$ cat src/rtl/pwm_multi_ch.sv
// pwm_multi_ch: parses SPI command frames into compare/enable registers and drives N_CH PWM outputs.
// Optional macro PWM_SYNC_UPDATE_EN: compare values pass through shadows that load only at the period wrap.
module pwm_multi_ch #(
  parameter int N_CH   = 4,
  parameter int CNT_W  = 16,
  parameter int PERIOD = 30000
) (
  input  logic            CLK,
  input  logic            rst,
  input  logic [7:0]      rx_data,
  input  logic            rx_valid,
  input  logic            cs_n,
  output logic [N_CH-1:0] pwm_out,
  output logic            period_tick,
  output logic            cmd_done,
  output logic            frame_err
);
  // state   | meaning
  // IDLE    | waiting for a header byte
  // CMP_HI  | expecting compare high byte
  // CMP_LO  | expecting compare low byte, commit on receipt
  // MASK    | expecting enable mask byte, commit on receipt
  // DISCARD | bad header seen, drop bytes until cs_n goes high
  typedef enum logic [2:0] {IDLE, CMP_HI, CMP_LO, MASK, DISCARD} state_t;

  localparam logic [CNT_W-1:0] LAST = CNT_W'(PERIOD - 1);

  state_t           state_q, state_d;
  logic [1:0]       cs_sync;
  logic             cs_s;
  logic [3:0]       ch_q;
  logic [7:0]       hi_q;
  logic [CNT_W-1:0] cnt;
  logic [CNT_W-1:0] cmp [N_CH];
  logic [N_CH-1:0]  en;
  logic [CNT_W-1:0] cmp_val;
  logic             wrap;
  logic             cmp_wr, en_wr, hi_wr, hdr_wr, done_d, err_d;

  assign cs_s    = cs_sync[1];
  assign wrap    = (cnt == LAST);
  assign cmp_val = CNT_W'({hi_q, rx_data});

  always_ff @(posedge CLK or posedge rst) begin
    if (rst) cs_sync <= 2'b11;
    else     cs_sync <= {cs_sync[0], cs_n};
  end

  always_comb begin
    state_d = state_q;
    done_d  = 1'b0;
    err_d   = 1'b0;
    cmp_wr  = 1'b0;
    en_wr   = 1'b0;
    hi_wr   = 1'b0;
    hdr_wr  = 1'b0;
    if (cs_s) begin
      // Deselect mid-frame drops the partial frame without touching registers.
      state_d = IDLE;
      if (state_q inside {CMP_HI, CMP_LO, MASK}) err_d = 1'b1;
    end else if (rx_valid) begin
      case (state_q)
        IDLE: begin
          if (rx_data[7:4] == 4'h1 && rx_data[3:0] < 4'(N_CH)) begin
            state_d = CMP_HI;
            hdr_wr  = 1'b1;
          end else if (rx_data[7:4] == 4'h2) begin
            state_d = MASK;
          end else begin
            state_d = DISCARD;
            err_d   = 1'b1;
          end
        end
        CMP_HI: begin
          hi_wr   = 1'b1;
          state_d = CMP_LO;
        end
        CMP_LO: begin
          cmp_wr  = 1'b1;
          done_d  = 1'b1;
          state_d = IDLE;
        end
        MASK: begin
          en_wr   = 1'b1;
          done_d  = 1'b1;
          state_d = IDLE;
        end
        DISCARD: state_d = DISCARD;
        default: state_d = IDLE;
      endcase
    end
  end

  always_ff @(posedge CLK or posedge rst) begin
    if (rst) begin
      state_q   <= IDLE;
      ch_q      <= '0;
      hi_q      <= '0;
      en        <= '0;
      cmd_done  <= 1'b0;
      frame_err <= 1'b0;
    end else begin
      state_q   <= state_d;
      cmd_done  <= done_d;
      frame_err <= err_d;
      if (hdr_wr) ch_q <= rx_data[3:0];
      if (hi_wr)  hi_q <= rx_data;
      if (en_wr)  en   <= rx_data[N_CH-1:0];
    end
  end

`ifdef PWM_SYNC_UPDATE_EN
  logic [CNT_W-1:0] shadow [N_CH];

  // A write landing on the wrap cycle misses this load and applies next period.
  always_ff @(posedge CLK or posedge rst) begin
    if (rst) begin
      for (int i = 0; i < N_CH; i++) begin
        shadow[i] <= '0;
        cmp[i]    <= '0;
      end
    end else begin
      for (int i = 0; i < N_CH; i++) begin
        if (cmp_wr && ch_q == 4'(i)) shadow[i] <= cmp_val;
        if (wrap) cmp[i] <= shadow[i];
      end
    end
  end
`else
  always_ff @(posedge CLK or posedge rst) begin
    if (rst) begin
      for (int i = 0; i < N_CH; i++) cmp[i] <= '0;
    end else begin
      for (int i = 0; i < N_CH; i++) begin
        if (cmp_wr && ch_q == 4'(i)) cmp[i] <= cmp_val;
      end
    end
  end
`endif

  always_ff @(posedge CLK or posedge rst) begin
    if (rst) begin
      cnt         <= '0;
      period_tick <= 1'b0;
      pwm_out     <= '0;
    end else begin
      cnt         <= wrap ? '0 : cnt + CNT_W'(1);
      period_tick <= wrap;
      for (int i = 0; i < N_CH; i++) pwm_out[i] <= en[i] & (cnt < cmp[i]);
    end
  end

endmodule

$ cat config.mk
export PLATFORM = sky130hd
export DESIGN_NAME = pwm_multi_ch
export DESIGN_NICKNAME = d
export VERILOG_FILES = /design/src/rtl/pwm_multi_ch.sv
export SDC_FILE = /design/constraint.sdc
export NUM_CORES = 1
export LEC_CHECK = 0
export BUFFER_PORTS_ARGS = -buffer_cell sky130_fd_sc_hd__buf_2
export CAP_MARGIN = 25
export CELL_PAD_IN_SITES_DETAIL_PLACEMENT = 0
export CELL_PAD_IN_SITES_GLOBAL_PLACEMENT = 1
export CORE_MARGIN = 5
export CORE_UTILIZATION = 47
export CTS_BUF_LIST = sky130_fd_sc_hd__clkbuf_4 sky130_fd_sc_hd__clkbuf_8
export CTS_CLUSTER_DIAMETER = 150
export DETAILED_ROUTE_END_ITERATION = 8
export GPL_TIMING_DRIVEN = 0
export HOLD_SLACK_MARGIN = 0.12
export PLACE_DENSITY_LB_ADDON = 0.1
export SYNTH_ARGS = -nofsm -noshare
export SYNTH_HDL_FRONTEND = slang
export SYNTH_SLANG_ARGS = --single-unit
$ cat constraint.sdc
create_clock -name CLK -period 3.2 [get_ports CLK]
set_clock_uncertainty 0.1 [all_clocks]
set_input_delay 0.48 -clock CLK [delete_from_list [all_inputs] [get_ports CLK]]
set_output_delay 0.48 -clock CLK [all_outputs]
set_load 0.01 [all_outputs]
==> results of run 1 <==
path summary, 6_finish.rpt:
kind                       startpoint         end  depth (start not counted)
min reg2reg                cs_sync[0]  cs_sync[1]                          0
max                            cnt[7]  pwm_out[3]                          5
min in group asynchronous         rst     cmp[12]                          3
max reg2reg                    cnt[7]  pwm_out[3]                          5
max in group asynchronous         rst  cs_sync[0]                          5
min                        cs_sync[0]  cs_sync[1]                          0
cells by family (layout without fill, tap and decap cells):
kind of cell / after synthesis / after routing / synth area share
fa+ha+maj: 61 / 61 / 0.133
simple gates: 111 / 111 / 0.117
flops: 108 / 108 / 0.470
xor+xnor: 14 / 14 / 0.0213
buf+inv: 76 / 114 / 0.0546
compound gates: 74 / 74 / 0.0746
mux: 63 / 63 / 0.130
worst register-to-register path, cell delays in order, from the launching register on:
cell and delay [ns]:
dfrtp_1 0.56, ha_1 0.41, and4_1 0.24, o21ai_0 0.09
or4_1 0.53, o2111a_1 0.17
stage by stage:
step	instance area (µm²)	hold WS, ns
floorplan	5760	0.245
global placement	6030	0.248
detailed placement	6070	0.249
CTS	6270	0.265
global route	6270	0.274
finish	6270	0.262
power groups by stage:
stage / clock network (µW) / registers [µW] / logic, µW
after floorplan: 0 / 1460 / 110
after global placement: 0 / 1480 / 161
after detailed placement: 0 / 1480 / 173
after CTS: 829 / 1450 / 177
after global routing: 880 / 1460 / 196
final: 792 / 1450 / 173
cells in the mapped netlist, types with 3 or more instances:
library cell,n,share of area
dfrtp_1,106,0.46
inv_1,66,0.043
ha_1,61,0.13
mux2_2,49,0.096
o21ai_0,33,0.029
nand2_1,30,0.020
a21oi_1,27,0.023
nor2_1,16,0.010
mux2_4,10,0.026
xnor2_1,10,0.015
nor2b_1,9,0.0098
and4_1,8,0.012
nand4_1,8,0.0087
buf_2,5,0.0043
nand2b_1,5,0.0054
nand3_1,5,0.0043
nor4_1,5,0.0054
or4_1,5,0.0065
a2111oi_0,4,0.0061
mux2_1,4,0.0078
o2111a_1,4,0.0078
o31ai_1,4,0.0052
xor2_1,4,0.0061
nor3_1,3,0.0026
layer usage:
layer	track usage	wire [µm]	up-vias
met5	0	0	-
met4	0.0354	112	0
met3	0.0421	399	11
met2	0.307	6050	47
met1	0.268	6440	1921
li1	-	-	1837
registers in the layout, summed over array words and instances (netlist names):
| name | flops |
|---|---|
| cmp | 64 |
| cnt | 16 |
| frame_err | 1 |
| en | 4 |
| ch_q | 4 |
| pwm_out | 4 |
| state_q | 3 |
| hi_q | 8 |
| period_tick | 1 |
| cmd_done | 1 |
| cs_sync | 2 |
cell type report:
type	instances	area share
buffer	10	0.0106
clock buffer	10	0.0219
clock inverter	6	0.00718
inverter	66	0.0401
multi-input combinational	323	0.436
sequential	108	0.431
tap	147	0.0293
timing repair buffer	22	0.0239
what timing repair did:
action / 4_1_cts / 5_1_grt
hold buffers: 2 / 0
setup buffers: 0 / 0
endpoints found under the hold margin: 15 / 0
==> qor.csv, run 1 <==
stage,metric,value,unit
drt,initial DRC count,167,
global_routing,Tot GR Track Use,0.191,
worst_setup_path,Worst path slowest cell,dfrtp_1,
die,CORE AREA,12000,µm²
placed_design,Detailed Place HPWL,9720,µm
cts,CTS Buf Count,9,
worst_setup_path,WP data arrival,2.37,ns
timing,Fmax achieved,0.455,GHz
cts,Bufs on Longest Clock Path,2,
synth,Syn Area/Cell,11.3,µm²
synth,"Distinct cells, synth",44,
timing,Relative slew margins,0.493,
cts,"Clk pin slew, worst setup/hold paths",0.10,ns
synth,register bit total from synthesis,108,
power,NetSw,622,µW
layout,Reg area,2710,µm²
global_routing,first-pass GRT wire length,21100,µm
timing,actual slew at the worst max-slew pin,0.760,ns
drt,Routed WL,13000,µm
layout,fin cells,692,
timing,Final Hold Violating Endpoints,0,
die,Die Y,121,µm
power,Sw Share,0.257,
power,total internal power,1800,µW
layout,final core occ,0.522,
global_routing,grt ovf,0,
status,run status,finished clean,
synth,Synth Net Count,580,
layout,"commonest non-fill, non-tap cell in the layout",dfrtp_1,
synth,Post-synth ARST share,1.00,
drt,drt via density,5.51,
synth,post-synthesis sequential area ratio,0.470,
layout,Ant. Diodes,0,
worst_setup_path,Reg2Reg Setup Slack,1.00,ns
worst_setup_path,cell chain of the critical path,ha_1 -> and4_1 -> o21ai_0 -> or4_1 -> o2111a_1,
timing,Pins Over Slew Limit,0,
cts,latest clock arrival within the worst-skew pair,0.38,ns
worst_setup_path,Worst Path Required,3.37,ns
cts,Root Buffer,clkbuf_8,
drt,post-route DRC violation count,0,
worst_setup_path,Buf/Inv on CP,0,
timing,setup TNS,0,ns
layout,share of layout cells above drive strength 1,0.218,
synth,Mapped Cells,507,
worst_setup_path,crit start category,flop,
layout,"commonest cells after routing, fill and taps aside","106 x dfrtp_1, 65 x inv_1, 61 x ha_1",
synth,prevailing post-synth register cell,dfrtp_1,
global_routing,largest net degree at the start of global routing,41,
worst_setup_path,Crit Path Max Fanout,9,
cts,H-tree levels,3,
drt,drt first pass iters,4,
min_path,HP Class,flop to flop,
cts,Sink Count,108,
die,die footprint,14600,µm²
worst_setup_path,crit-path max cell delay,0.56,ns
layout,Area growth syn-to-layout,9.05,%
timing,crit path time final,2.20,ns
synth,Post-Syn Area,5750,µm²
worst_setup_path,Crit Path Category,flop to flop,
layout,area of the multi-input gates,2730,µm²
die,Placement Rows,40,
synth,Ys Warns,0,
drt,post-route ant nets,0,
global_routing,number of global-route vias before repair,3945,
power,Clock power frac,0.328,
timing,RSZ-0062 raised after global routing,no,
timing,PnR worst setup slack,1.00,ns
placed_design,Inst Count DP,674,
run,max-cap viol count,0,
power,Final Power,2420,µW
cts,CTS tree,done,
worst_setup_path,CP endpoint kind,flop,
power,Reg power frac,0.601,
power,Comb power frac,0.072,
power,maximum vdd ir drop,0.342,mV
timing,Final period util,0.686,
placed_design,GPL Wtd Cong,0.850,
die,Initial Util,0.479,
global_routing,initial antenna violation count,0,
die,IO Count,19,
placed_design,Placement Setup Slack,0.961,ns
placed_design,IO buf count,18,
synth,Post-synth EDFFs,0,
timing,setup violators final,0,
power,Pleak,0.00310,µW
cts,Resize count post-CTS,0,
worst_setup_path,CP top delay family,simple AND/OR/NAND/NOR gates,
drt,Avg WL per Cell,18.8,µm
drt,Vias,3816,
layout,fill count,1118,
power,pwr dens,385,nW/µm²
layout,Nets,613,
die,Die Width,121,µm
Note: power is estimated with default switching activity, not from simulation.
==> inputs of run 2 (changes only) <==
- clock period: 3.2 -> 1.84 ns (I/O delays scaled with it)
==> run 2 against run 1 <==
Net effect: the run now ends with setup timing left; register-to-register slack lost 1.2 ns; routed wire length increased by 10%; critical path depth unchanged; count of clock-buffer cells in the layout decreased by 1; critical endpoint unchanged; highest routed layer unchanged.
==> qor.csv, run 2 (synthesis results as in run 1) <==
stage,metric,value,unit,change
cts,Bufs on Longest Clock Path,2,,unchanged
power,Sw Share,0.260,,+0.00288
drt,Vias,3999,,+4.8%
power,NetSw,1160,µW,+86%
timing,Pins Over Slew Limit,0,,unchanged
worst_setup_path,WP data arrival,2.20,ns,-0.17 ns
min_path,Hold Path End,cmp[36],,
timing,RSZ-0062 raised after global routing,yes,,
status,run status,finished with violations,,
worst_setup_path,Reg2Reg Setup Slack,-0.17,ns,-1.17 ns
drt,drt first pass iters,4,,unchanged
global_routing,grt ovf,0,,unchanged
timing,Fmax achieved,0.498,GHz,+9.4%
cts,Sink Count,108,,unchanged
drt,Avg WL per Cell,19.5,µm,+3.8%
drt,drt via density,5.44,,-1.3%
power,Pleak,0.00340,µW,+9.9%
timing,Final Hold Violating Endpoints,0,,unchanged
layout,fill count,1012,,-9.5%
run,max-cap viol count,0,,unchanged
drt,post-route DRC violation count,0,,unchanged
worst_setup_path,Reg2Reg Depth,5,,unchanged
cts,"Clk pin slew, worst setup/hold paths",0.11,ns,about the same
drt,Routed WL,14300,µm,+10%
worst_setup_path,worst flop-to-flop path endpoint,pwm_out[3],,
drt,post-route ant nets,0,,unchanged
timing,PnR worst setup slack,-0.168,ns,-1.17 ns
power,pwr dens,620,nW/µm²,+61%
die,CORE AREA,12000,µm²,unchanged
worst_setup_path,Worst Path Required,2.03,ns,-1.34 ns
layout,Nets,656,,+7.0%
layout,"commonest non-fill, non-tap cell in the layout",dfrtp_1,,
cts,Root Buffer,clkbuf_8,,
die,Initial Util,0.479,,unchanged
cts,CTS Buf Count,9,,unchanged
power,maximum vdd ir drop,0.539,mV,+58%
min_path,HP Class,primary input to flop,,
timing,Relative slew margins,0.506,,+0.0133
layout,Area growth syn-to-layout,24.7,%,
min_path,hold depth,3,,+3
power,Reg power frac,0.568,,-0.033
timing,actual slew at the worst max-slew pin,0.740,ns,-0.0199 ns
global_routing,Tot GR Track Use,0.206,,+0.0155
placed_design,Detailed Place HPWL,9620,µm,-0.95%
worst_setup_path,CP endpoint kind,flop,,
timing,final hold slack,0.146,ns,-0.116 ns
layout,Largest regs,"cmp: 64 flops, cnt: 16 flops, hi_q: 8 flops",,
min_path,hold_sp,rx_data[4],,
global_routing,first-pass GRT wire length,22600,µm,+7.1%
global_routing,number of global-route vias before repair,4088,,+3.6%
cts,CTS tree,done,,
worst_setup_path,Worst path slowest cell,dfrtp_2,,
cts,latest clock arrival within the worst-skew pair,0.40,ns,+0.02 ns
worst_setup_path,crit-path max cell delay,0.52,ns,-0.04 ns
worst_setup_path,worst r2r src,cnt[5],,
die,Die Y,121,µm,unchanged
global_routing,largest net degree at the start of global routing,40,,-2.4%
power,Clock power frac,0.345,,+0.017
layout,Ant. Diodes,0,,unchanged
die,die footprint,14600,µm²,unchanged
placed_design,GPL Wtd Cong,0.820,,-3.5%
layout,Top reg by flops,cmp,,
timing,setup violators final,17,,+17
worst_setup_path,cell chain of the critical path,ha_4 -> and4_4 -> o21ai_0 -> or4_4 -> o2111a_1,,
die,IO Count,19,,unchanged
power,total internal power,3290,µW,+83%
layout,max reg flops,64,,unchanged
drt,initial DRC count,168,,+0.60%
placed_design,IO buf count,18,,unchanged
cts,H-tree levels,3,,unchanged
worst_setup_path,Crit Path Max Fanout,5,,-4
layout,"commonest cells after routing, fill and taps aside","91 x dfrtp_1, 65 x inv_1, 41 x ha_1",,
power,Comb power frac,0.086,,+0.014
timing,crit path time final,2.01,ns,-0.188 ns
worst_setup_path,crit start category,flop,,
global_routing,initial antenna violation count,0,,unchanged
worst_setup_path,Crit Path Category,flop to flop,,
status,failing checks,setup timing,,
timing,Final period util,1.09,,+0.405
die,Die Width,121,µm,unchanged
die,Placement Rows,40,,unchanged
layout,share of layout cells above drive strength 1,0.376,,+0.158
timing,setup TNS,-0.719,ns,-0.719 ns
==> run 2: cell types whose count changed in the layout (fill, tap and decap cells not counted), moves of 11 or more <==
cell | before | now
buf_4 | 2 | 31
ha_1 | 61 | 41
ha_4 | 0 | 20
mux2_2 | 49 | 33
mux2_4 | 10 | 26
dfrtp_1 | 106 | 91
dfrtp_2 | 0 | 15
buf_6 | 2 | 13
==> run 2: metal layers <==
metal	wire length [µm]	global-route usage	vias up	share of wire
met4	271	0.0609	0	0.019
met1	6900	0.289	1996	0.48
met3	430	0.0482	17	0.030
li1	-	-	1929	-
met5	0	0	-	0
met2	6730	0.320	57	0.47
==> run 2: layout make-up <==
type / count / area [µm²] / area share
buffer: 8 / 82.6 / 0.0115
clock buffer: 9 / 124 / 0.0173
clock inverter: 7 / 82.6 / 0.0115
inverter: 66 / 251 / 0.0351
multi-input combinational: 323 / 3170 / 0.442
sequential: 108 / 2720 / 0.380
tap: 147 / 184 / 0.0256
timing repair buffer: 67 / 557 / 0.0776
==> run 2: worst max path at each step <==
stage / start / endpoint / slack [ns] / cells after the start
6_report: cnt[5] / pwm_out[3] / -0.17 / 5
3_5_place_dp: cnt[6] / pwm_out[3] / -0.36 / 5
4_1_cts: cnt[6] / pwm_out[1] / -0.18 / 6
3_3_place_gp: rst / cmp[7] / -0.55 / 2
2_1_floorplan: cnt[7] / pwm_out[0] / 0.04 / 5
5_1_grt: cnt[4] / pwm_out[3] / -0.19 / 5
==> run 2: repair_timing <==
item | 4_1_cts | 5_1_grt
gates resized for setup | 79 | 33
pin swaps | 17 | 6
endpoints found under the setup margin | 67 | 60
gates cloned | 2 | 0
hold endpoints to repair | 41 | 0
hold buffers | 7 | 0
buffers inserted | 26 | 12
==> run 2: through the flow <==
stage	power [µW]	area, µm²	cells	setup WS (ns)	utilization
finish	4450	7170	735	-0.168	0.597
global route	4660	7170	735	-0.192	0.597
CTS	4490	6940	724	-0.176	0.578
detailed placement	2880	6080	674	-0.361	0.506
global placement	2850	6040	672	-0.554	0.503
floorplan	2740	5760	507	0.0407	-
==> run 2: power by group through the flow <==
| stage | registers [µW] | clock network [µW] | logic, µW |
|---|---|---|---|
| floorplan | 2550 | 0 | 193 |
| global placement | 2570 | 0 | 283 |
| detailed placement | 2570 | 0 | 304 |
| finish | 2530 | 1540 | 384 |
| global route | 2540 | 1690 | 421 |
| CTS | 2530 | 1600 | 371 |
==> run 2: critical path: cells and delay by family (launching register included) <==
family / cells / cell delay [ns]
and+or+nand+nor: 2 / 0.73
DFF: 1 / 0.52
adders and majority gates: 1 / 0.31
AOI/OAI and AO/OA: 2 / 0.25
